<file path="src/rtl/legv8_pkg.sv">
// Shared widths, defaults and the fetch FSM state type for the LEGv8 front end.
package legv8_pkg;

    localparam int unsigned ADDR_W             = 64;
    localparam int unsigned INST_W             = 32;
    localparam int unsigned INST_BYTES_DEFAULT = 4;

    typedef enum logic [2:0] {
        ST_IDLE,
        ST_REQ,
        ST_WAIT,
        ST_HOLD,
        ST_DROP
    } fetch_state_e;

endpackage

</file>
<file path="src/rtl/fetch_skid.sv">
// One-entry skid buffer holding an instruction response while the IF/ID slot is occupied.
module fetch_skid
    import legv8_pkg::*;
(
    input  logic              CLK,
    input  logic              RST_N,
    input  logic              load,
    input  logic              clear,
    input  logic              pop,
    input  logic [INST_W-1:0] load_data,
    input  logic [ADDR_W-1:0] load_pc,
    output logic [INST_W-1:0] data,
    output logic [ADDR_W-1:0] pc,
    output logic              valid
);

    // Clear (redirect) wins over load, load wins over pop.
    always_ff @(posedge CLK or negedge RST_N) begin
        if (!RST_N) begin
            valid <= 1'b0;
            data  <= '0;
            pc    <= '0;
        end else if (clear) begin
            valid <= 1'b0;
        end else if (load) begin
            valid <= 1'b1;
            data  <= load_data;
            pc    <= load_pc;
        end else if (pop) begin
            valid <= 1'b0;
        end
    end

endmodule

</file>
<file path="src/rtl/fetch_unit.sv">
// Instruction fetch: drives the PC, handshakes with instruction memory, feeds the IF/ID register.
// Optional performance counters are enabled with the FETCH_PERF_EN macro.
module fetch_unit
    import legv8_pkg::*;
#(
    parameter int unsigned INST_BYTES = INST_BYTES_DEFAULT
) (
    input  logic              CLK,
    input  logic              RST_N,
    input  logic [ADDR_W-1:0] INST_ADDR,
    output logic [ADDR_W-1:0] NEXT_ADDR,
    input  logic              BR_TAKEN,
    input  logic [ADDR_W-1:0] BR_TARGET,
    output logic              IMEM_REQ,
    output logic [ADDR_W-1:0] IMEM_ADDR,
    input  logic              IMEM_GNT,
    input  logic              IMEM_RVALID,
    input  logic [INST_W-1:0] IMEM_RDATA,
    output logic              IFID_VALID,
    output logic [INST_W-1:0] IFID_INST,
    output logic [ADDR_W-1:0] IFID_PC,
    input  logic              ID_READY
`ifdef FETCH_PERF_EN
    ,
    output logic [31:0]       PERF_FETCHED,
    output logic [31:0]       PERF_FLUSHED
`endif
);

    fetch_state_e      state_q, state_d;
    logic [ADDR_W-1:0] req_pc;
    logic              ifid_load, ifid_from_skid;
    logic              skid_load, skid_pop, skid_valid;
    logic [INST_W-1:0] skid_data;
    logic [ADDR_W-1:0] skid_pc;

    always_ff @(posedge CLK or negedge RST_N) begin
        if (!RST_N) state_q <= ST_IDLE;
        else        state_q <= state_d;
    end

    always_comb begin
        state_d        = state_q;
        IMEM_REQ       = 1'b0;
        NEXT_ADDR      = INST_ADDR;
        ifid_load      = 1'b0;
        ifid_from_skid = 1'b0;
        skid_load      = 1'b0;
        skid_pop       = 1'b0;
        case (state_q)
            ST_IDLE: state_d = ST_REQ;
            ST_REQ: begin
                IMEM_REQ = 1'b1;
                if (IMEM_GNT) begin
                    NEXT_ADDR = INST_ADDR + ADDR_W'(INST_BYTES);
                    state_d   = BR_TAKEN ? ST_DROP : ST_WAIT;
                end
            end
            ST_WAIT: begin
                if (IMEM_RVALID) begin
                    if (BR_TAKEN) begin
                        state_d = ST_REQ;
                    end else if (!IFID_VALID || ID_READY) begin
                        ifid_load = 1'b1;
                        state_d   = ST_REQ;
                    end else begin
                        skid_load = 1'b1;
                        state_d   = ST_HOLD;
                    end
                end else if (BR_TAKEN) begin
                    state_d = ST_DROP;
                end
            end
            ST_HOLD: begin
                if (BR_TAKEN) begin
                    state_d = ST_REQ;
                end else if (ID_READY) begin
                    ifid_load      = 1'b1;
                    ifid_from_skid = 1'b1;
                    skid_pop       = 1'b1;
                    state_d        = ST_REQ;
                end
            end
            ST_DROP: if (IMEM_RVALID) state_d = ST_REQ;
            default: state_d = ST_IDLE;
        endcase
        // A redirect overrides every address source; reset pins the PC in place.
        if (BR_TAKEN) NEXT_ADDR = BR_TARGET;
        if (!RST_N)   NEXT_ADDR = INST_ADDR;
    end

    assign IMEM_ADDR = IMEM_REQ ? INST_ADDR : '0;

    always_ff @(posedge CLK or negedge RST_N) begin
        if (!RST_N)                         req_pc <= '0;
        else if (state_q == ST_REQ && IMEM_GNT) req_pc <= INST_ADDR;
    end

    always_ff @(posedge CLK or negedge RST_N) begin
        if (!RST_N) begin
            IFID_VALID <= 1'b0;
            IFID_INST  <= '0;
            IFID_PC    <= '0;
        end else if (BR_TAKEN) begin
            IFID_VALID <= 1'b0;
        end else if (ifid_load) begin
            IFID_VALID <= 1'b1;
            IFID_INST  <= ifid_from_skid ? skid_data : IMEM_RDATA;
            IFID_PC    <= ifid_from_skid ? skid_pc : req_pc;
        end else if (IFID_VALID && ID_READY) begin
            IFID_VALID <= 1'b0;
        end
    end

    fetch_skid u_skid (
        .CLK       (CLK),
        .RST_N     (RST_N),
        .load      (skid_load),
        .clear     (BR_TAKEN),
        .pop       (skid_pop),
        .load_data (IMEM_RDATA),
        .load_pc   (req_pc),
        .data      (skid_data),
        .pc        (skid_pc),
        .valid     (skid_valid)
    );

`ifdef FETCH_PERF_EN
    function automatic logic [31:0] sat_inc(input logic [31:0] v);
        return (v == 32'hFFFF_FFFF) ? v : v + 32'd1;
    endfunction

    always_ff @(posedge CLK or negedge RST_N) begin
        if (!RST_N) begin
            PERF_FETCHED <= '0;
            PERF_FLUSHED <= '0;
        end else begin
            if (IFID_VALID && ID_READY) PERF_FETCHED <= sat_inc(PERF_FETCHED);
            if (BR_TAKEN)               PERF_FLUSHED <= sat_inc(PERF_FLUSHED);
        end
    end
`endif

    // Occupancy is implied by the HOLD state; the flag is kept for visibility.
    logic unused_skid;
    assign unused_skid = skid_valid;

endmodule

</file>
<file path="config.mk">
export PLATFORM = sky130hd
export DESIGN_NAME = fetch_unit
export DESIGN_NICKNAME = d
export VERILOG_FILES = /design/src/rtl/legv8_pkg.sv /design/src/rtl/fetch_skid.sv /design/src/rtl/fetch_unit.sv
export SDC_FILE = /design/constraint.sdc
export NUM_CORES = 1
export LEC_CHECK = 0
export BUFFER_PORTS_ARGS = -buffer_cell sky130_fd_sc_hd__buf_2
export CAP_MARGIN = 10
export CORE_AREA = 2 2 164 166
export CTS_CLUSTER_DIAMETER = 30
export DETAILED_ROUTE_END_ITERATION = 16
export DIE_AREA = 0 0 166 168
export GPL_ROUTABILITY_DRIVEN = 0
export PLACE_DENSITY = 0.81
export SKIP_LAST_GASP = 1
export SYNTH_ARGS = -nofsm -noshare
export SYNTH_HDL_FRONTEND = slang
export SYNTH_SLANG_ARGS = --single-unit
</file>
<file path="constraint.sdc">
create_clock -name CLK -period 2.9 [get_ports CLK]
set_input_delay 0.145 -clock CLK [delete_from_list [all_inputs] [get_ports CLK]]
set_output_delay 0.145 -clock CLK [all_outputs]
set_load 0.005 [all_outputs]
</file>
==> results of run 1 <==
repair_timing:
item                                    4_1_cts  5_1_grt
setup buffers                                 8        3
pin swaps                                     6       10
endpoints found under the setup margin       31       32
endpoints found under the hold margin       210        0
resized for setup                            14       27
cloned                                        2        0
hold buffers                                 91        0
state kept, by name, indices dropped and copies added, names as in the netlist:
| register | cells |
|---|---|
| IFID_VALID | 1 |
| state_q | 3 |
| IFID_INST | 32 |
| u_skid.pc | 64 |
| req_pc | 64 |
| u_skid.data | 32 |
| IFID_PC | 64 |
layer usage:
layer | vias up | track usage [%] | part of all wire, %
met2 | 894 | 57.8 | 47
met1 | 6615 | 43.7 | 38
li1 | 6125 | - | -
met5 | - | 0 | 0
met3 | 181 | 8.42 | 10
met4 | 0 | 16.5 | 4.4
final timing paths:
| path | from | end | slack [ps] | cells after the start |
|---|---|---|---|---|
| worst max-delay path | INST_ADDR[13] | NEXT_ADDR[39] | -50 | 10 |
| worst min-delay path | INST_ADDR[24] | req_pc[24]$_DFFE_PN0P_ | 30 | 3 |
| worst max register to register | state_q[2]$_DFFE_PN0P_ | IFID_INST[17]$_DFFE_PN0P_ | 530 | 8 |
| worst min register to register | IFID_PC[56]$_DFFE_PN0P_ | IFID_PC[56]$_DFFE_PN0P_ | 470 | 2 |
| max in group asynchronous | RST_N | IFID_INST[1]$_DFFE_PN0P_ | 1520 | 4 |
| min in group asynchronous | RST_N | req_pc[19]$_DFFE_PN0P_ | 90 | 2 |
cells by family after synthesis:
family | after synthesis | synth area share, %
AND/OR/NAND/NOR | 581 | 20.1
AO/OA/AOI/OAI | 282 | 12.2
flip-flops | 260 | 47.4
multiplexers | 212 | 16.4
buffers and inverters | 123 | 3.81
adder cells (fa/ha/maj) | 1 | 0.0912
cell usage in the layout, fill, tap and decap left out, types with 44 or more instances in the layout:
| master | count |
|---|---|
| buf_2 | 388 |
| nand2_1 | 323 |
| dfrtp_1 | 258 |
| o21ai_0 | 124 |
| mux2i_1 | 116 |
| mux2_2 | 96 |
| dlygate4sd3_1 | 91 |
| and2_1 | 67 |
| clkbuf_16 | 51 |
| o22ai_1 | 44 |
stage by stage:
stage	worst slack (ps)	TNS [ps]	instance area (um^2)
after CTS	-39.7	-92.9	19000
after global routing	-134	-1510	19100
after floorplan	767	0	13700
final	-47.5	-130	19100
after detailed placement	191	0	16000
after global placement	237	0	16000
power groups by stage:
stage | clock network [W] | logic [W] | registers (W)
after floorplan | 0 | 0.00215 | 0.00553
after global placement | 0 | 0.00409 | 0.00553
after CTS | 0.00627 | 0.00447 | 0.00557
after global routing | 0.00648 | 0.00504 | 0.00574
after detailed placement | 0 | 0.00424 | 0.00561
final | 0.00623 | 0.00457 | 0.00561
layout make-up:
| cell class | count | share of cell area [%] |
|---|---|---|
| antenna | 3 | 0.0393 |
| tap | 341 | 2.23 |
| sequential | 260 | 34.1 |
| clock buffer | 62 | 7.11 |
| multi-input combinational | 1077 | 36.2 |
| clock inverter | 30 | 2.58 |
| inverter | 11 | 0.216 |
| timing repair buffer | 534 | 17.6 |
critical path, stage by stage:
cell,delay [ps]
dlygate4sd3_1,540
buf_2,200
nand3_2,190
or4_4,610
nor4_4,390
buf_6,190
and4_1,190
a21oi_1,60
o21a_1,170
buf_2,120
==> reports/metrics.csv, run 1 <==
stage,metric,value,unit
timing,skew final,13.9,ps
power,Logic pwr share,27.8,%
cts,clock sink count,260,
cts,Clock transition at path regs,40,ps
timing,Final period util,102,%
power,P_leak,9.48,nW
logic_synthesis,most common cell in the netlist,nand2_1,
cts,CTS tree,built,
cells_and_area,share of post-route cells with drive strength above 1,34.3,%
critical_path,Critical Path AT,2800,ps
logic_synthesis,Synth top area share,47.4,%
route,vias after detailed routing,13815,
route,DR DRC count,0,
route,Via density,5.96,
critical_path,CP required,2760,ps
floorplan,# IOs,392,
grt,largest net degree at the start of global routing,103,
route,Final ANT Viol Nets,0,
timing,RSZ-0062 raised after global routing,true,
grt,vias in the first global route,13821,
logic_synthesis,leading register cell type out of synthesis,dfrtp_1,
power,Sequential Power Share,34.2,%
outcome,status,"complete, but fails checks",
grt,initial antenna violation count,2,
cells_and_area,footprint of the multi-input gates,6910,um^2
cts,CTS H-tree depth,2,
floorplan,die span in y,168,um
logic_synthesis,"EDFF count, synth",0,
timing,final worst setup slack,-47.5,ps
cells_and_area,Filler Cells Inserted,1828,
power,Power Dens Cells,859,nW/um^2
power,Psw,0.00536,W
cells_and_area,non-filler cells in the finished layout,2318,
timing,Max Freq,0.339,GHz
power,sw frac,32.7,%
grt,total track usage,35.0,%
cts,Root Driver,clkbuf_16,
timing,setup violators final,4,
floorplan,initial core utilization,52.0,%
logic_synthesis,Mapped Nets,1626,
placed_design,hpwl dp,31.9,mm
timing,final hold vios,0,
logic_synthesis,Synth Cell Area,13700,um^2
cells_and_area,Final Core Density,72.5,%
logic_synthesis,cell taking the most area after synthesis,dfrtp_1,
outcome,failing checks,negative setup slack,
timing,Slew @ Worst Pin,933,ps
floorplan,Rows,60,
power,maximum VDD drop,0.656,mV
timing,Final Critical Period,2950,ps
cells_and_area,FF+latch area,6510,um^2
logic_synthesis,syn avg cell area,9.40,um^2
cells_and_area,Layout Nets,2101,
route,DR pass1 iterations,7,
critical_path,startpoint types,input port,
logic_synthesis,largest cells by area after synthesis,"dfrtp_1, nand2_1, mux2i_1",
logic_synthesis,"FFs w/ async S/R, synth",100,%
timing,Max-slew headroom,37.8,%
power,Clock Power Share,38.0,%
cts,Longest Clk Path Bufs,3,
timing,"Slew Viols, Final",0,
route,WL per Instance,21.7,um
floorplan,Die X,166,um
route,final wirelength,50.2,mm
cts,Worst-Skew Late Latency,540,ps
critical_path,CP Capture Type,output port,
grt,GRT Residual Overflow,0,
floorplan,Core Area,26400,um^2
critical_path,critical-path maximum fanout,9,
cts,Num CTS Buffers,50,
worst_hold_path,Hold Crit Class,input port to flip-flop,
logic_synthesis,synth cell count leaders,"nand2_1, dfrtp_1, o21ai_0, mux2i_1, mux2_2",
logic_synthesis,Yosys reg bits,260,
placed_design,placed insts,2119,
route,Detailed Route Iter0 Violations,1552,
placed_design,port buffer count,391,
grt,first-pass GRT wire length,77.2,mm
floorplan,DIE AREA,27900,um^2
power,P_int,0.0111,W
power,Pwr Total,0.0164,W
timing,WHS,28.9,ps
job,number of max-cap violations,0,
logic_synthesis,sequential share of the synthesized area,47.4,%
logic_synthesis,Unique masters post-synth,61,
logic_synthesis,Syn Inst Count,1459,
cells_and_area,Area Growth Syn to Fin,39.3,%
critical_path,Crit Path Class,input port to output port,
logic_synthesis,Ys Warns,0,
No activity file was read; power rests on OpenSTA's default activity.
==> run 2, diff against run 1 <==
--- a/config.mk
+++ b/config.mk
@@ -8,6 +8,7 @@
 export BUFFER_PORTS_ARGS = -buffer_cell sky130_fd_sc_hd__buf_2
 export CAP_MARGIN = 10
 export CORE_AREA = 2 2 164 166
+export CTS_BUF_LIST = sky130_fd_sc_hd__clkbuf_4 sky130_fd_sc_hd__clkbuf_8 sky130_fd_sc_hd__clkbuf_16
 export CTS_CLUSTER_DIAMETER = 30
 export DETAILED_ROUTE_END_ITERATION = 16
 export DIE_AREA = 0 0 166 168
==> reports/metrics.csv, run 2 (synthesized netlist as in run 1, its figures left out) <==
stage,metric,value,unit
outcome,status,"complete, but fails checks",
outcome,failing checks,negative setup slack,
cts,clock sink count,260,
timing,setup violators final,4,
timing,Final period util,101,%
power,P_leak,9.57,nW
grt,largest net degree at the start of global routing,103,
cells_and_area,Area Growth Syn to Fin,40.4,%
grt,vias in the first global route,13815,
critical_path,crit path max-delay cell type,or4_4,
timing,"Slew Viols, Final",0,
cells_and_area,Final Core Density,73.1,%
timing,Max Freq,0.341,GHz
grt,initial antenna violation count,4,
worst_hold_path,Hold Crit Class,input port to flip-flop,
placed_design,port buffer count,391,
critical_path,startpoint types,flip-flop,
route,Detailed Route Iter0 Violations,1484,
route,DR pass1 iterations,6,
timing,Slew @ Worst Pin,929,ps
placed_design,Post-DP Area,16000,um^2
placed_design,hpwl dp,31.9,mm
route,Via density,6.02,
cts,CTS H-tree depth,2,
cts,Num CTS Buffers,50,
timing,final worst setup slack,-31.6,ps
floorplan,initial core utilization,52.0,%
route,final wirelength,51.4,mm
critical_path,"slowest stage delay, CP",480,ps
critical_path,CP required,2760,ps
cells_and_area,Filler Cells Inserted,1807,
cts,Longest Clk Path Bufs,3,
critical_path,Crit Path Class,flip-flop to output port,
route,vias after detailed routing,14019,
cells_and_area,Layout Nets,2110,
power,Power Dens Cells,866,nW/um^2
route,WL per Instance,22.1,um
cts,Root Driver,clkbuf_16,
critical_path,CP Capture Type,output port,
job,number of max-cap violations,0,
route,DR DRC count,0,
floorplan,Die X,166,um
floorplan,DIE AREA,27900,um^2
timing,Final Critical Period,2930,ps
grt,first-pass GRT wire length,77.4,mm
floorplan,Core Area,26400,um^2
cells_and_area,design area,19300,um^2
grt,total track usage,35.1,%
grt,GRT Residual Overflow,0,
cells_and_area,most frequent cells in the layout,"buf_2, nand2_1, dfrtp_1",
timing,skew final,18.4,ps
timing,RSZ-0062 raised after global routing,true,
timing,WHS,39.9,ps
cts,Worst-Skew Late Latency,540,ps
critical_path,Critical Path AT,2790,ps
cells_and_area,"most common cell after layout, fill and taps aside",buf_2,
power,maximum VDD drop,0.674,mV
timing,Max-slew headroom,38.0,%
cells_and_area,top flop regs,"IFID_PC: 64 flops, req_pc: 64 flops, u_skid.pc: 64 flops",
route,Final ANT Viol Nets,0,
floorplan,# IOs,392,
critical_path,critical-path maximum fanout,6,
floorplan,Rows,60,
placed_design,pre-CTS WS,191,ps
floorplan,die span in y,168,um
cts,Clock transition at path regs,40,ps
timing,final hold vios,0,
cts,CTS tree,built,
critical_path,crit-path cells,nand4bb_4 -> or4_4 -> nor4_4 -> buf_6 -> and4_1 -> a21oi_1 -> o21a_1 -> buf_2,
cells_and_area,share of post-route cells with drive strength above 1,34.9,%
-- run 2: cell count changes in the layout (fill, tap and decap cells not counted), moves of 2 or more --
| cell | change |
|---|---|
| buf_4 | +6 |
| clkbuf_1 | -7 |
| clkbuf_4 | +7 |
| a21oi_2 | -2 |
| clkbuf_16 | +2 |
-- run 2: area by class of cell --
cell class / count / area (um^2) / area share [%]
Sequential cell: 260 / 6510 / 33.8
Multi-Input combinational cell: 1077 / 6920 / 35.9
Clock inverter: 30 / 493 / 2.56
Inverter: 11 / 41.3 / 0.214
Antenna cell: 3 / 7.51 / 0.0390
Tap cell: 341 / 427 / 2.22
Clock buffer: 62 / 1380 / 7.19
Timing Repair Buffer: 543 / 3470 / 18.0
-- run 2: per-layer routing --
layer / up-vias / GRT usage (%) / wire length [um]
met3: 216 / 8.51 / 5080
met4: 2 / 17.0 / 2770
met2: 925 / 57.9 / 24100
met1: 6729 / 43.7 / 19400
li1: 6147 / - / -
met5: - / 0 / 13
-- run 2: report_power, final --
group	leakage [nW]	internal [W]	total (W)	switching (W)
Sequential	3.41	0.00484	0.00562	0.000784
Clock	0.910	0.00431	0.00631	0.00200
Combinational	5.24	0.00206	0.00475	0.00268
Total	9.57	0.0112	0.0167	0.00547
-- run 2: worst paths after layout --
path,from,endpoint,slack [ps],cells past startpoint
worst max-delay path,state_q[1]$_DFFE_PN0P_,NEXT_ADDR[39],-30,8
worst min-delay path,INST_ADDR[12],req_pc[12]$_DFFE_PN0P_,40,3
worst max register to register,state_q[2]$_DFFE_PN0P_,IFID_INST[17]$_DFFE_PN0P_,540,8
worst min register to register,IFID_PC[22]$_DFFE_PN0P_,IFID_PC[22]$_DFFE_PN0P_,470,2
max in group asynchronous,RST_N,IFID_PC[63]$_DFFE_PN0P_,1520,4
min in group asynchronous,RST_N,req_pc[20]$_DFFE_PN0P_,90,2
-- run 2: timing repair --
item	CTS	global route
endpoints found under the hold margin	210	0
pin swaps	6	10
setup endpoints to repair	31	31
setup buffers	8	10
resized for setup	13	31
hold buffers	91	0
gates cloned	2	2
-- run 2: stage by stage --
stage               instances  power [W]  TNS, ps
floorplan                1459    0.00767        0
global placement         2119    0.00962        0
detailed placement       2119    0.00984        0
CTS                      2312     0.0164     -118
global route             2324     0.0175     -879
finish                   2327     0.0167    -82.0
-- run 2: critical path, delay by kind of cell, from the launching register on --
kind	cells	cell delay, ps
AO/OA/AOI/OAI	2	230
AND/OR/NAND/NOR	4	1320
buffers and inverters	2	310
flip-flops	1	400
